File: src/rtl/vector_control_fsm.sv
// Multi-cycle vector control unit: accepts one decoded instruction per handshake,
// sequences it over LANES elements, holds NZCV and drives datapath/memory controls.
module vector_control_fsm #(
  parameter int LANES           = 8,
  parameter int LANES_PER_CYCLE = 2,
  localparam int LANE_IDX_W     = $clog2(LANES)
) (
  input  logic                  clk,
  input  logic                  rst,
  input  logic                  instr_valid,
  output logic                  instr_ready,
  input  logic [2:0]            Opcode,
  input  logic                  V,
  input  logic [2:0]            Funct,
  input  logic [3:0]            Rd,
  input  logic [3:0]            ALUFlags,
  input  logic                  mem_ack,
  output logic                  mem_req,
  output logic                  PCSrc,
  output logic                  MemtoReg,
  output logic                  MemWrite,
  output logic [2:0]            ALUControl,
  output logic                  ALUSrc,
  output logic [1:0]            ImmSrc,
  output logic                  RegWrite,
  output logic [LANE_IDX_W-1:0] lane_idx,
  output logic [3:0]            flags,
  output logic                  busy,
  output logic                  done,
  output logic                  illegal
);

  // state | meaning
  // IDLE  | waiting for an instruction, instr_ready=1
  // EXEC  | one beat per cycle (ALU, CMP, BRANCH, illegal)
  // MEM   | one beat per mem_ack (LOAD, STORE)
  typedef enum logic [1:0] {IDLE, EXEC, MEM} state_t;

  localparam logic [2:0] OP_ALUR   = 3'b000;
  localparam logic [2:0] OP_ALUI   = 3'b001;
  localparam logic [2:0] OP_LOAD   = 3'b010;
  localparam logic [2:0] OP_STORE  = 3'b011;
  localparam logic [2:0] OP_BRANCH = 3'b100;
  localparam logic [2:0] OP_CMP    = 3'b101;

  localparam logic [LANE_IDX_W-1:0] LANE_STEP = LANE_IDX_W'(LANES_PER_CYCLE);
  localparam logic [LANE_IDX_W-1:0] LANE_LAST = LANE_IDX_W'(LANES - LANES_PER_CYCLE);

  state_t     state;
  logic [2:0] op_q;
  logic [2:0] funct_q;
  logic [3:0] rd_q;
  logic       multi_q;

  logic beat_done;
  logic last_beat;
  logic cond_pass;

  // A beat retires every EXEC cycle, but only on the ack cycle in MEM.
  assign beat_done = (state == EXEC) || ((state == MEM) && mem_ack);
  assign last_beat = !multi_q || (lane_idx == LANE_LAST);

  // Branch conditions look at the architectural flags, never the live ALU flags.
  always_comb begin
    cond_pass = 1'b0;
    case (funct_q)
      3'b000:  cond_pass = 1'b1;
      3'b001:  cond_pass = flags[2];
      3'b010:  cond_pass = !flags[2];
      3'b011:  cond_pass = flags[3] ^ flags[0];
      3'b100:  cond_pass = !(flags[3] ^ flags[0]);
      default: cond_pass = 1'b0;
    endcase
  end

  always_ff @(posedge clk) begin
    if (rst) begin
      state    <= IDLE;
      op_q     <= 3'b000;
      funct_q  <= 3'b000;
      rd_q     <= 4'd0;
      multi_q  <= 1'b0;
      lane_idx <= '0;
      flags    <= 4'b0000;
    end else begin
      case (state)
        IDLE: begin
          if (instr_valid) begin
            op_q     <= Opcode;
            funct_q  <= Funct;
            rd_q     <= Rd;
            // Branches and illegal opcodes are single-beat regardless of V.
            multi_q  <= V && (Opcode != OP_BRANCH) && (Opcode <= OP_CMP);
            lane_idx <= '0;
            state    <= ((Opcode == OP_LOAD) || (Opcode == OP_STORE)) ? MEM : EXEC;
          end
        end
        EXEC, MEM: begin
          if (beat_done) begin
            if ((state == EXEC) && (op_q == OP_CMP))
              flags <= ALUFlags;
            if (last_beat) begin
              state    <= IDLE;
              lane_idx <= '0;
            end else begin
              lane_idx <= lane_idx + LANE_STEP;
            end
          end
        end
        default: begin
          state    <= IDLE;
          lane_idx <= '0;
        end
      endcase
    end
  end

  always_comb begin
    instr_ready = (state == IDLE);
    busy        = (state != IDLE);
    done        = beat_done && last_beat;
    mem_req     = 1'b0;
    PCSrc       = 1'b0;
    MemtoReg    = 1'b0;
    MemWrite    = 1'b0;
    ALUControl  = 3'b000;
    ALUSrc      = 1'b0;
    ImmSrc      = 2'b00;
    RegWrite    = 1'b0;
    illegal     = 1'b0;
    if (state != IDLE) begin
      case (op_q)
        OP_ALUR: begin
          ALUControl = funct_q;
          RegWrite   = 1'b1;
        end
        OP_ALUI: begin
          ALUControl = funct_q;
          ALUSrc     = 1'b1;
          RegWrite   = 1'b1;
        end
        OP_LOAD: begin
          ALUSrc   = 1'b1;
          ImmSrc   = 2'b01;
          mem_req  = (state == MEM);
          RegWrite = (state == MEM) && mem_ack;
          MemtoReg = (state == MEM) && mem_ack;
        end
        OP_STORE: begin
          ALUSrc   = 1'b1;
          ImmSrc   = 2'b01;
          mem_req  = (state == MEM);
          MemWrite = (state == MEM);
        end
        OP_BRANCH: begin
          ALUSrc = 1'b1;
          ImmSrc = 2'b10;
          PCSrc  = cond_pass;
        end
        OP_CMP: begin
          ALUControl = 3'b001;
        end
        default: begin
          illegal = beat_done && last_beat;
        end
      endcase
      if (RegWrite && (rd_q == 4'd15))
        PCSrc = 1'b1;
    end
  end

endmodule

File: config.mk
export PLATFORM = sky130hd
export DESIGN_NAME = vector_control_fsm
export DESIGN_NICKNAME = d
export VERILOG_FILES = /design/src/rtl/vector_control_fsm.sv
export SDC_FILE = /design/constraint.sdc
export NUM_CORES = 1
export LEC_CHECK = 0
export CAP_MARGIN = 40
export CORE_UTILIZATION = 42
export DETAILED_ROUTE_END_ITERATION = 10
export MAX_ROUTING_LAYER = met4
export PLACE_DENSITY = 0.86
export SYNTH_ARGS = -nofsm -noshare
export SYNTH_HDL_FRONTEND = slang
export SYNTH_SLANG_ARGS = --single-unit
File: constraint.sdc
create_clock -name clk -period 1.65 [get_ports clk]
set_input_delay 0.33 -clock clk [delete_from_list [all_inputs] [get_ports clk]]
set_output_delay 0.33 -clock clk [all_outputs]
set_load 0.05 [all_outputs]
After elaboration in Yosys (flattened, before gate mapping)
Cells that the tools add are included.
{ "totals": {"register_bits": 20, "input_bits": 19, "output_inout_bits": 22, "word_cells": 84} }
{ "op_classes": {"add_sub_neg": 1, "magnitude_cmp": 1, "n_eq_ne": 19, "muxes": 30, "bitwise_logic": 1, "reduce_logical": 25} }
{ "ops": {"columns": ["cell", "count"], "rows": [
  ["equality test 3 x 2 -> 1 bit (second input constant)", 6],
  ["2-to-1 mux 1 bit", 15],
  ["equality test 3 bit (second input constant)", 4],
  ["2-to-1 mux 3 bit", 4],
  ["one-hot mux 3 bit (2 select lines)", 2],
  ["2-to-1 mux 2 bit", 5],
  ["one-hot mux 2 bit (2 select lines)", 2],
  ["equality test 3 x 1 -> 1 bit (second input constant)", 2],
  ["logical AND 1 bit", 6],
  ["logical NOT 3 bit", 2],
  ["!= test 2 bit (second input constant)", 3],
  ["AND reduction 3 bit", 2],
  ["OR reduction 2 bit", 3],
  ["OR reduction 6 bit", 1],
  ["one-hot mux 1 bit (5 select lines)", 1],
  ["equality test 4 bit (second input constant)", 1],
  ["AND reduction 2 bit", 2],
  ["OR reduction 4 bit", 1],
  ["adder 3 x 2 -> 3 bit (second input constant)", 1],
  ["<= comparator 3 bit (second input constant)", 1],
  ["logical NOT 1 bit", 3],
  ["logical OR 1 bit", 3],
  ["!= test 3 bit (second input constant)", 1],
  ["equality test 2 x 1 -> 1 bit (second input constant)", 1],
  ["other kinds (5)", 5]
]} }

Depth between registers and ports, before layout
{ "depth": {"word_depth": 7, "mapped_depth": 7, "mapped_depth_nobuf": 6} }

Least setup slack after synthesis
OpenSTA, ideal clock, no wires.
{ "synth_timing": {"path_kind": "register to output", "start": "register state[0]", "end": "output PCSrc", "arrival_time_ns": 3.365, "t_required_ns": 1.320, "setup_slack_ns": -2.045, "stages_incl_launch_ff": 6, "path_buffers": 1, "cell_sequence": "dfxtp_1 inv_1 ha_1 buf_6 nor4b_1 a22o_1"} }
{ "synth_via": {"elab_chain_len": 7, "elab_cells_between_ends": 8, "cone_classes": "eq/ne (1); mux (4); reduce/logical (3)"} }
{ "synth_lines": {"columns": ["element", "line", "rtl"], "rows": [
  ["start: declaration", "49", "state_t state;"],
  ["start signal: assignment", "95", "state <= ((Opcode == OP_LOAD) || (Opcode == OP_STORE)) ? MEM : EXEC;"],
  ["equality test 2 bit", "146", "RegWrite = (state == MEM) && mem_ack;"],
  ["logical AND 1 bit", "146", null],
  ["one-hot mux 1 bit (2 select lines)", "132", "case (op_q)"],
  ["2-to-1 mux 1 bit", "131", "if (state != IDLE) begin"],
  ["logical AND 1 bit", "167", "if (RegWrite && (rd_q == 4'd15))"],
  ["2-to-1 mux 1 bit", "167", null],
  ["2-to-1 mux 1 bit *", "131", null],
  ["end: declaration", "19", "output logic PCSrc,"]
]} }
Mark *: on every way between the ends. The rest lies on a longest branch, timed or not. The select of a mux whose other input is x is not followed.

Worst setup path after layout
Ends and elaborated chain as after synthesis.

==> flow_summary.ini <==
[route]
ant_nets = 0
dr.pass1.iters = 5
wl_um = 4410
drcViolationCount = 0
drt_iter0_markers = 46
via_per_inst = 5.78
wl_per_cell_um = 20.2
num_vias = 1260

[layout]
final_cell_mix = buf_4, nand2_1, clkdlybuf4s50_1, buf_12, a21oi_1
syn_to_final_growth_pct = 102
nets = 214
final_layout_size_suffix_gt1_share_pct = 49.5
final_area_um2 = 2040
final_util_pct = 91.5
antennaDiodeCount = 0
mostFrequentLayoutCell = buf_4

[setup_path]
cp-start-kind = register
cp-end-kind = output pin
worstPathMaxFanout = 3
worst-setup-path-type = register to output pin
worstPathArrival_ps = 1680
critical_path_required_ps = 1320

[global_routing]
grt.busiest_layer = met2
overflow = 0
grt_max_degree = 15
antenna_found_initial = 0
grt_pass1_vias = 1141
use_met3_pct = 5.95
met2_usage_pct = 49.1
use_met1_pct = 33.0
grt.total_usage_pct = 29.1
grt_first_pass_wirelength_um = 5400

[status]
status = finished with violations
violations = setup timing

[clocking]
clkLatencyLatePin_ps = 300
clk_pin_slew_ps = 110
numCtsBuffers = 3
cts_tree = built
cts_max_path_buffers = 2
cts_root_buffer = clkbuf_4
cts_sinks = 19
h-tree-depth = 1

[logic_synthesis]
synth_edf_count = 0
yosysWarnings = 0
synth_nets = 148
synthArstFlopShare_pct = 0
synth-seq-cells = 19
syn_area_per_cell_um2 = 8.09
ys_seq_area_share_pct = 37.6
synth_flop_cell = dfxtp_1
synth.distinct_cells = 32
synthesis.area_um2 = 1010
synth_cells = 125

[sta]
hold_violations = 0
finClkSkew_ps = 4.62
slew_violations = 0
setup_viol = 15
period_share_pct = 122
rsz0062_at_grt = true
max_freq_mhz = 496
period_needed_ps = 2010
fin_ws_ps = -364

[floorplanning]
coreArea_um2 = 2230
dieWidth_um = 51.1
io_pins = 41
num_rows = 17
die-area_um2 = 2610
die_h_um = 51.1
start_util_pct = 45.3

[placed_design]
routabilityCongestion = 0.874
placed_cell_area_um2 = 1750
io_buffers = 39
dp_hpwl_um = 2290

[power]
vdd_ir_drop_max_mv = 0.785
cellPowerDensity_nw_per_um2 = 730
p_leak_uw = 0.000857

[job]
max_cap_violations = 0

[worst_hold_path]
min-delay-path-class = register to register
cell families after synthesis:
family | count (synthesis) | synth area share [%]
AND/OR/NAND/NOR | 55 | 27.2
AO/OA/AOI/OAI | 23 | 13.4
flip-flops | 19 | 37.6
buffers and inverters | 13 | 6.81
multiplexers | 7 | 7.05
adder cells (fa/ha/maj) | 4 | 4.95
XOR/XNOR | 3 | 2.60
other | 1 | 0.371
where the power goes:
part           switching, µW  internal, µW
Clock                    146          90.4
Combinational            373           355
Sequential              39.0           489
final cells by class:
class                           instances  area (µm²)
Tap cell                               28        35.0
Timing Repair Buffer                   69         785
Clock inverter                          1        5.00
Sequential cell                        19         400
Multi-Input combinational cell         93         773
Fill cell                              80         189
Clock buffer                            3        22.5
Inverter                                5        23.8
state kept, by name, indices dropped and copies added, names as in the netlist:
name      flops
rd_q          4
op_q          3
funct_q       3
multi_q       1
flags         4
state         2
lane_idx      2
final timing paths:
check | startpoint | to | slack [ps] | cells past startpoint
max | state[0] | PCSrc | -360 | 7
min | rd_q[0] | rd_q[0] | 480 | 2
max reg2reg | state[0] | state[0] | -10 | 9
min reg2reg | rd_q[0] | rd_q[0] | 480 | 2
worst max-delay path: stages, from the launching register on:
cell	delay, ps
dfxtp_2	360
inv_4	80
ha_4	160
nand2_2	60
o21ai_1	180
nor3b_4	260
a22o_4	160
buf_12	130
synthesized netlist by cell type (3+ instances only):
cell | n | area share [%]
inv_1 | 5 | 1.9
nand2b_1 | 5 | 3.1
dfxtp_1 | 19 | 38
mux2i_1 | 6 | 5.9
nor2_1 | 8 | 3.0
nand2_1 | 24 | 8.9
nor3_1 | 3 | 1.5
o32ai_1 | 3 | 2.6
ha_1 | 4 | 5.0
a21oi_1 | 14 | 6.9
o21ai_0 | 3 | 1.5
and2_1 | 3 | 1.9
buf_2 | 4 | 2.0
layer usage:
metal  part of all wire [%]  vias up
met5                      0        -
li1                       -      556
met3                    6.4       18
met1                     39      622
met2                     50       64
met4                    3.7        0
metrics by stage:
| step | worst slack (ps) | hold slack, ps | setup TNS, ps | cells | total power (µW) |
|---|---|---|---|---|---|
| floorplan | -471 | 427 | -1910 | 125 | 845 |
| global placement | -218 | 440 | -1150 | 200 | 1050 |
| detailed placement | -248 | 445 | -1440 | 200 | 1070 |
| CTS | -269 | 459 | -2270 | 210 | 1370 |
| global route | -449 | 489 | -4150 | 218 | 1560 |
| finish | -364 | 475 | -3220 | 218 | 1490 |
timing repair:
| action | CTS | global route |
|---|---|---|
| buffers inserted | 6 | 8 |
| resized for setup | 27 | 16 |
| pin swaps | 7 | 5 |
| hold buffers | 0 | 0 |
| setup endpoints to repair | 15 | 18 |
(Power assumes the default switching activity.)
==> RTL edit 1, RTL diff (same settings) <==
The parameter `LANES` goes from 8 to 16.
--- a/src/rtl/vector_control_fsm.sv
+++ b/src/rtl/vector_control_fsm.sv
@@ -1,7 +1,7 @@
 // Multi-cycle vector control unit: accepts one decoded instruction per handshake,
 // sequences it over LANES elements, holds NZCV and drives datapath/memory controls.
 module vector_control_fsm #(
-  parameter int LANES           = 8,
+  parameter int LANES           = 16,
   parameter int LANES_PER_CYCLE = 2,
   localparam int LANE_IDX_W     = $clog2(LANES)
 ) (
Interface: changed (resized lane_idx); port bits go from 41 to 42. The function was not compared with the original's and may differ.
==> RTL edit 1 against the original RTL <==
- setup slack worse by 0.14 ns
- power grew 52%
- the flow still finishes with violations (setup timing)
- cell area rose by 6.5%
- clock skew about the same
- area after synthesis is 4.7% higher
- worst hold slack better by 0.037 ns
- wire length grew 28%
- sequential cell count increased by 1
- combinational power is 90% higher
==> RTL edit 1: results (changes against the original RTL) <==
synthesis:
  syn_inst: 133  # +6.4%
  synth-compound-area-share: 0.154  # +0.0200
  synthAdderAreaFrac: 0.0473  # -0.00222
  yosysUniqueCellTypes: 37  # +16%
  synthXorXnorAreaFrac: 0.0165  # -0.00944
  synth_mux_area_frac: 0.0473  # -0.0233
  yosysSeqAreaShare: 0.378  # +0.00201
  synth.net_count: 156  # +5.4%
place:
  place_hpwl_um: 2580  # +13%
  port_buffers: 40  # +2.6%
  post-place-ws_ns: -0.276  # -0.0275 ns
  placed_area_um2: 1800  # +2.7%
  place_congestion: 0.837  # -4.2%
routing:
  drt-initial-drc-count: 109  # +140%
  drt-wirelength-per-cell_um: 24.9  # +23%
  vias_per_cell: 6.51  # +13%
critical_path:
  crit_arrival_ns: 1.82  # +0.14 ns
  timing.rr.start: "state[1]$_SDFFE_PP0P_"
  r2r_end: "state[1]$_SDFFE_PP0P_"
  r2r_slack_ns: -0.36  # -0.35 ns
  slowest_delay_ns: 0.41  # +0.05 ns
final_layout:
  nets: 224  # +4.7%
  multi_input_area_um2: 795  # +2.8%
timing:
  whs_ns: 0.512  # +0.0371 ns
  skew_ns: 0.00413  # -0.000490 ns
  final.setup.tns_ns: -5.32  # -2.10 ns
  layout_setup_ws_ns: -0.502  # -0.138 ns
  setup_viol: 22  # +7
outcome:
  status: "finished with violations"
  violations: "setup timing"
grt:
  grt_usage: 0.345  # +0.0534
  grt_max_degree: 14  # -1
  grtUsageMet3: 0.0464  # -0.0131
  globalRouteMet2Util: 0.613  # +0.122
  grt_pass1_wl_um: 6550  # +21%
  grt_pass1_vias: 1383  # +21%
power_and_ir_drop:
  powerClk_uw: 306  # +30%
  netSwitchingFraction: 0.410  # +0.0365
  powerDensity_nw_per_um2: 1040  # +43%
worst_hold_path:
  hp-start: "rd_q[2]$_SDFFE_PP0P_"
  hold_end: "rd_q[2]$_SDFFE_PP0P_"
clock_network:
  cts_setup_buffers: 11  # +5
  post_cts_resized: 25  # -7.4%
  clock_latency_ns: 0.32  # +0.02 ns
## RTL edit 1: cell types whose count changed in the layout (fill, tap and decap cells not counted), moves of 4 or more
cell	change
nand2b_1	-4
a21oi_2	+4
buf_6	+6
buf_4	-4
## RTL edit 1: area by class of cell
cell class / count / share of cell area
Tap cell: 28 / 0.0161
Sequential cell: 20 / 0.194
Inverter: 6 / 0.0149
Multi-Input combinational cell: 97 / 0.365
Clock buffer: 4 / 0.0167
Timing Repair Buffer: 73 / 0.393
## RTL edit 1: cell families after synthesis
group / after synthesis
mux: 5
xor+xnor: 2
buf+inv: 16
other cells: 1
simple gates: 57
fa+ha+maj: 4
compound gates: 28
flops: 20
## RTL edit 1: routing by layer
| layer | vias up | wire [um] |
|---|---|---|
| met1 | 700 | 2030 |
| met4 | 0 | 406 |
| li1 | 590 | - |
| met5 | - | 0 |
| met2 | 140 | 2700 |
| met3 | 55 | 537 |
==> RTL edit 2, RTL diff (config.mk and constraints unchanged) <==
Made on the original files. The 3 states of `state_t` get a one-hot encoding in 3 bits.
--- a/src/rtl/vector_control_fsm.sv
+++ b/src/rtl/vector_control_fsm.sv
@@ -34,7 +34,7 @@
   // IDLE  | waiting for an instruction, instr_ready=1
   // EXEC  | one beat per cycle (ALU, CMP, BRANCH, illegal)
   // MEM   | one beat per mem_ack (LOAD, STORE)
-  typedef enum logic [1:0] {IDLE, EXEC, MEM} state_t;
+  typedef enum logic [2:0] {IDLE = 3'b001, EXEC = 3'b010, MEM = 3'b100} state_t;
 
   localparam logic [2:0] OP_ALUR   = 3'b000;
   localparam logic [2:0] OP_ALUI   = 3'b001;
Check against the original RTL: same outputs for any inputs over 10 cycles, from zero or initial values and one cycle with rst high; not proved beyond that.
==> RTL edit 2 against the original RTL <==
- the run still ends with setup timing left
- setup slack better by 0.013 ns
- wire length is 17% lower
- synthesized cell count is 5.6% higher
- clock power is 19% higher
- sequential cell count is 1 higher
- power is 16% lower
- area after synthesis is 8.7% higher
- cell area is 2.8% lower
==> RTL edit 2: results (changes against the original RTL) <==
power_and_ir_drop:
  seqPwrFrac: 0.420  # +0.066
  vdd_drop_max_uv: 536  # -32%
  clkPwrFrac: 0.225  # +0.067
  p_leak_uw: 0.000819  # -4.4%
  powerClk_uw: 282  # +19%
  netSwitchingFraction: 0.314  # -0.0593
final_layout:
  drive_gt1_frac: 0.453  # -0.0416
  diodes: 0  # unchanged
  nets: 213  # -0.47%
  nFillCells: 149  # +86%
  reg.largest.list: "flags (4), rd_q (4)"
worst_hold_path:
  hold_path_class: "flop to flop"
  hp-start: "rd_q[2]$_SDFFE_PP0P_"
  hold_end: "rd_q[2]$_SDFFE_PP0P_"
  hold_depth: 2  # unchanged
timing:
  setup_viol: 15  # unchanged
  skew_ns: 0.00184  # -0.00278 ns
  final.setup.tns_ns: -2.93  # +0.289 ns
  layout_setup_ws_ns: -0.351  # +0.0132 ns
  whs_ns: 0.470  # -0.00572 ns
grt:
  grt_max_degree: 21  # +6
  grt_pass1_wl_um: 5100  # -5.5%
  grt_usage: 0.263  # -0.0280
  grt_pass1_vias: 1163  # +1.9%
  antenna_found_initial: 0  # unchanged
synthesis:
  yosysSeqAreaShare: 0.364  # -0.0118
  yosysUniqueCellTypes: 43  # +34%
  synthTopCellsByCount: "nand2_1, dfxtp_1, nor2_1"
  ys.warnings.count: 0  # unchanged
  synthFlopType: "dfxtp_1"
  postSynth.asyncResetShare: 0  # unchanged
  netlist_top_cells_area: "dfxtp_1, nand2_1, mux2i_1, a21oi_1, nor2_1"
  synth.net_count: 152  # +2.7%
clock_network:
  cts_buffers: 3  # unchanged
  clock_latency_ns: 0.30  # about the same
  cts_max_path_buffers: 2  # unchanged
  cts_root_buffer: "clkbuf_4"
  path_clk_slew_ns: 0.11  # about the same
routing:
  dr.pass1.iters: 4  # -1
  drt-wirelength-per-cell_um: 16.6  # -18%
  antenna_left: 0  # unchanged
  vias_per_cell: 5.54  # -4.1%
  drt-initial-drc-count: 39  # -15%
place:
  port_buffers: 39  # unchanged
  place_hpwl_um: 2210  # -3.6%
  place_congestion: 0.783  # -10%
  post-place-ws_ns: -0.510  # -0.262 ns
outcome:
  violations: "setup timing"
  status: "finished with violations"
critical_path:
  r2r_end: "lane_idx[2]$_SDFFE_PP0P_"
  r2r_slack_ns: 0.04  # +0.05 ns
  r2r_cells: 6  # -3
  timing.rr.start: "state[2]$_SDFFE_PP0P_"
  path_max_fanout: 2  # -1
RTL edit 2: cell types whose count changed after synthesis, moves of 2 or more:
cell	delta
a21oi_1	-3
a21oi_2	+2
buf_2	-2
clkbuf_1	+4
ha_1	-3
inv_1	-3
nor2_1	+4
o21ai_0	-2
o32ai_1	-3
or3b_1	+2
RTL edit 2: stage by stage:
| step | util | cells | cell area, um2 |
|---|---|---|---|
| 2_1_floorplan | - | 132 | 1120 |
| 3_3_place_gp | 0.686 | 207 | 1700 |
| 3_5_place_dp | 0.686 | 207 | 1700 |
| 4_1_cts | 0.781 | 220 | 1940 |
| 5_1_grt | 0.803 | 222 | 1990 |
| 6_report | 0.803 | 222 | 1990 |
RTL edit 2: cell families after synthesis:
| family | count (synthesis) | share of synthesized area |
|---|---|---|
| AO/OA/AOI/OAI | 24 | 0.141 |
| XOR/XNOR | 3 | 0.0239 |
| adder cells (fa/ha/maj) | 1 | 0.0114 |
| buffers and inverters | 12 | 0.0638 |
| flip-flops | 20 | 0.364 |
| multiplexers | 7 | 0.0638 |
| other | 1 | 0.00341 |
| AND/OR/NAND/NOR | 64 | 0.328 |
RTL edit 2: metal layers:
layer | track usage | up-vias | wire length (um) | part of all wire
li1 | - | 572 | - | -
met1 | 0.255 | 574 | 1300 | 0.35
met2 | 0.494 | 69 | 2030 | 0.55
met3 | 0.0345 | 15 | 212 | 0.058
met4 | 0.154 | 0 | 134 | 0.036
met5 | - | - | 0 | 0
RTL edit 2: what timing repair did:
action / CTS / global route
endpoints found under the setup margin: 15 / 18
buffers inserted: 10 / 3
gates resized for setup: 36 / 10
pin swaps: 7 / 7
hold endpoints to repair: 0 / 0
gates cloned: 0 / 1
RTL edit 2: final cells by class:
type / instances / area (um2) / share of cell area
inverter: 2 / 7.51 / 0.00378
timing repair buffer: 65 / 731 / 0.368
sequential: 20 / 409 / 0.206
multi-input combinational: 101 / 767 / 0.386
clock buffer: 4 / 36.3 / 0.0183
tap: 30 / 37.5 / 0.0189
RTL edit 2: worst max-delay path: stages, from the launching register on:
cell and delay (ns):
dfxtp_2 0.35, nand2b_4 0.14, o41ai_2 0.27, nor3b_2 0.26, a22o_1 0.21, buf_12 0.15
RTL edit 2: worst max-delay path by stage:
stage                                startpoint  endpoint  slack [ns]  depth (start not counted)
final                      op_q[0]$_SDFFE_PP0P_     PCSrc       -0.35                          5
after detailed placement                mem_ack     PCSrc       -0.51                          6
after CTS                  op_q[0]$_SDFFE_PP0P_     PCSrc       -0.35                          5
after global placement                  mem_ack     PCSrc       -0.41                          6
after global routing       op_q[0]$_SDFFE_PP0P_     PCSrc       -0.40                          5
after floorplan           state[0]$_SDFFE_PP1P_     PCSrc       -0.98                          5
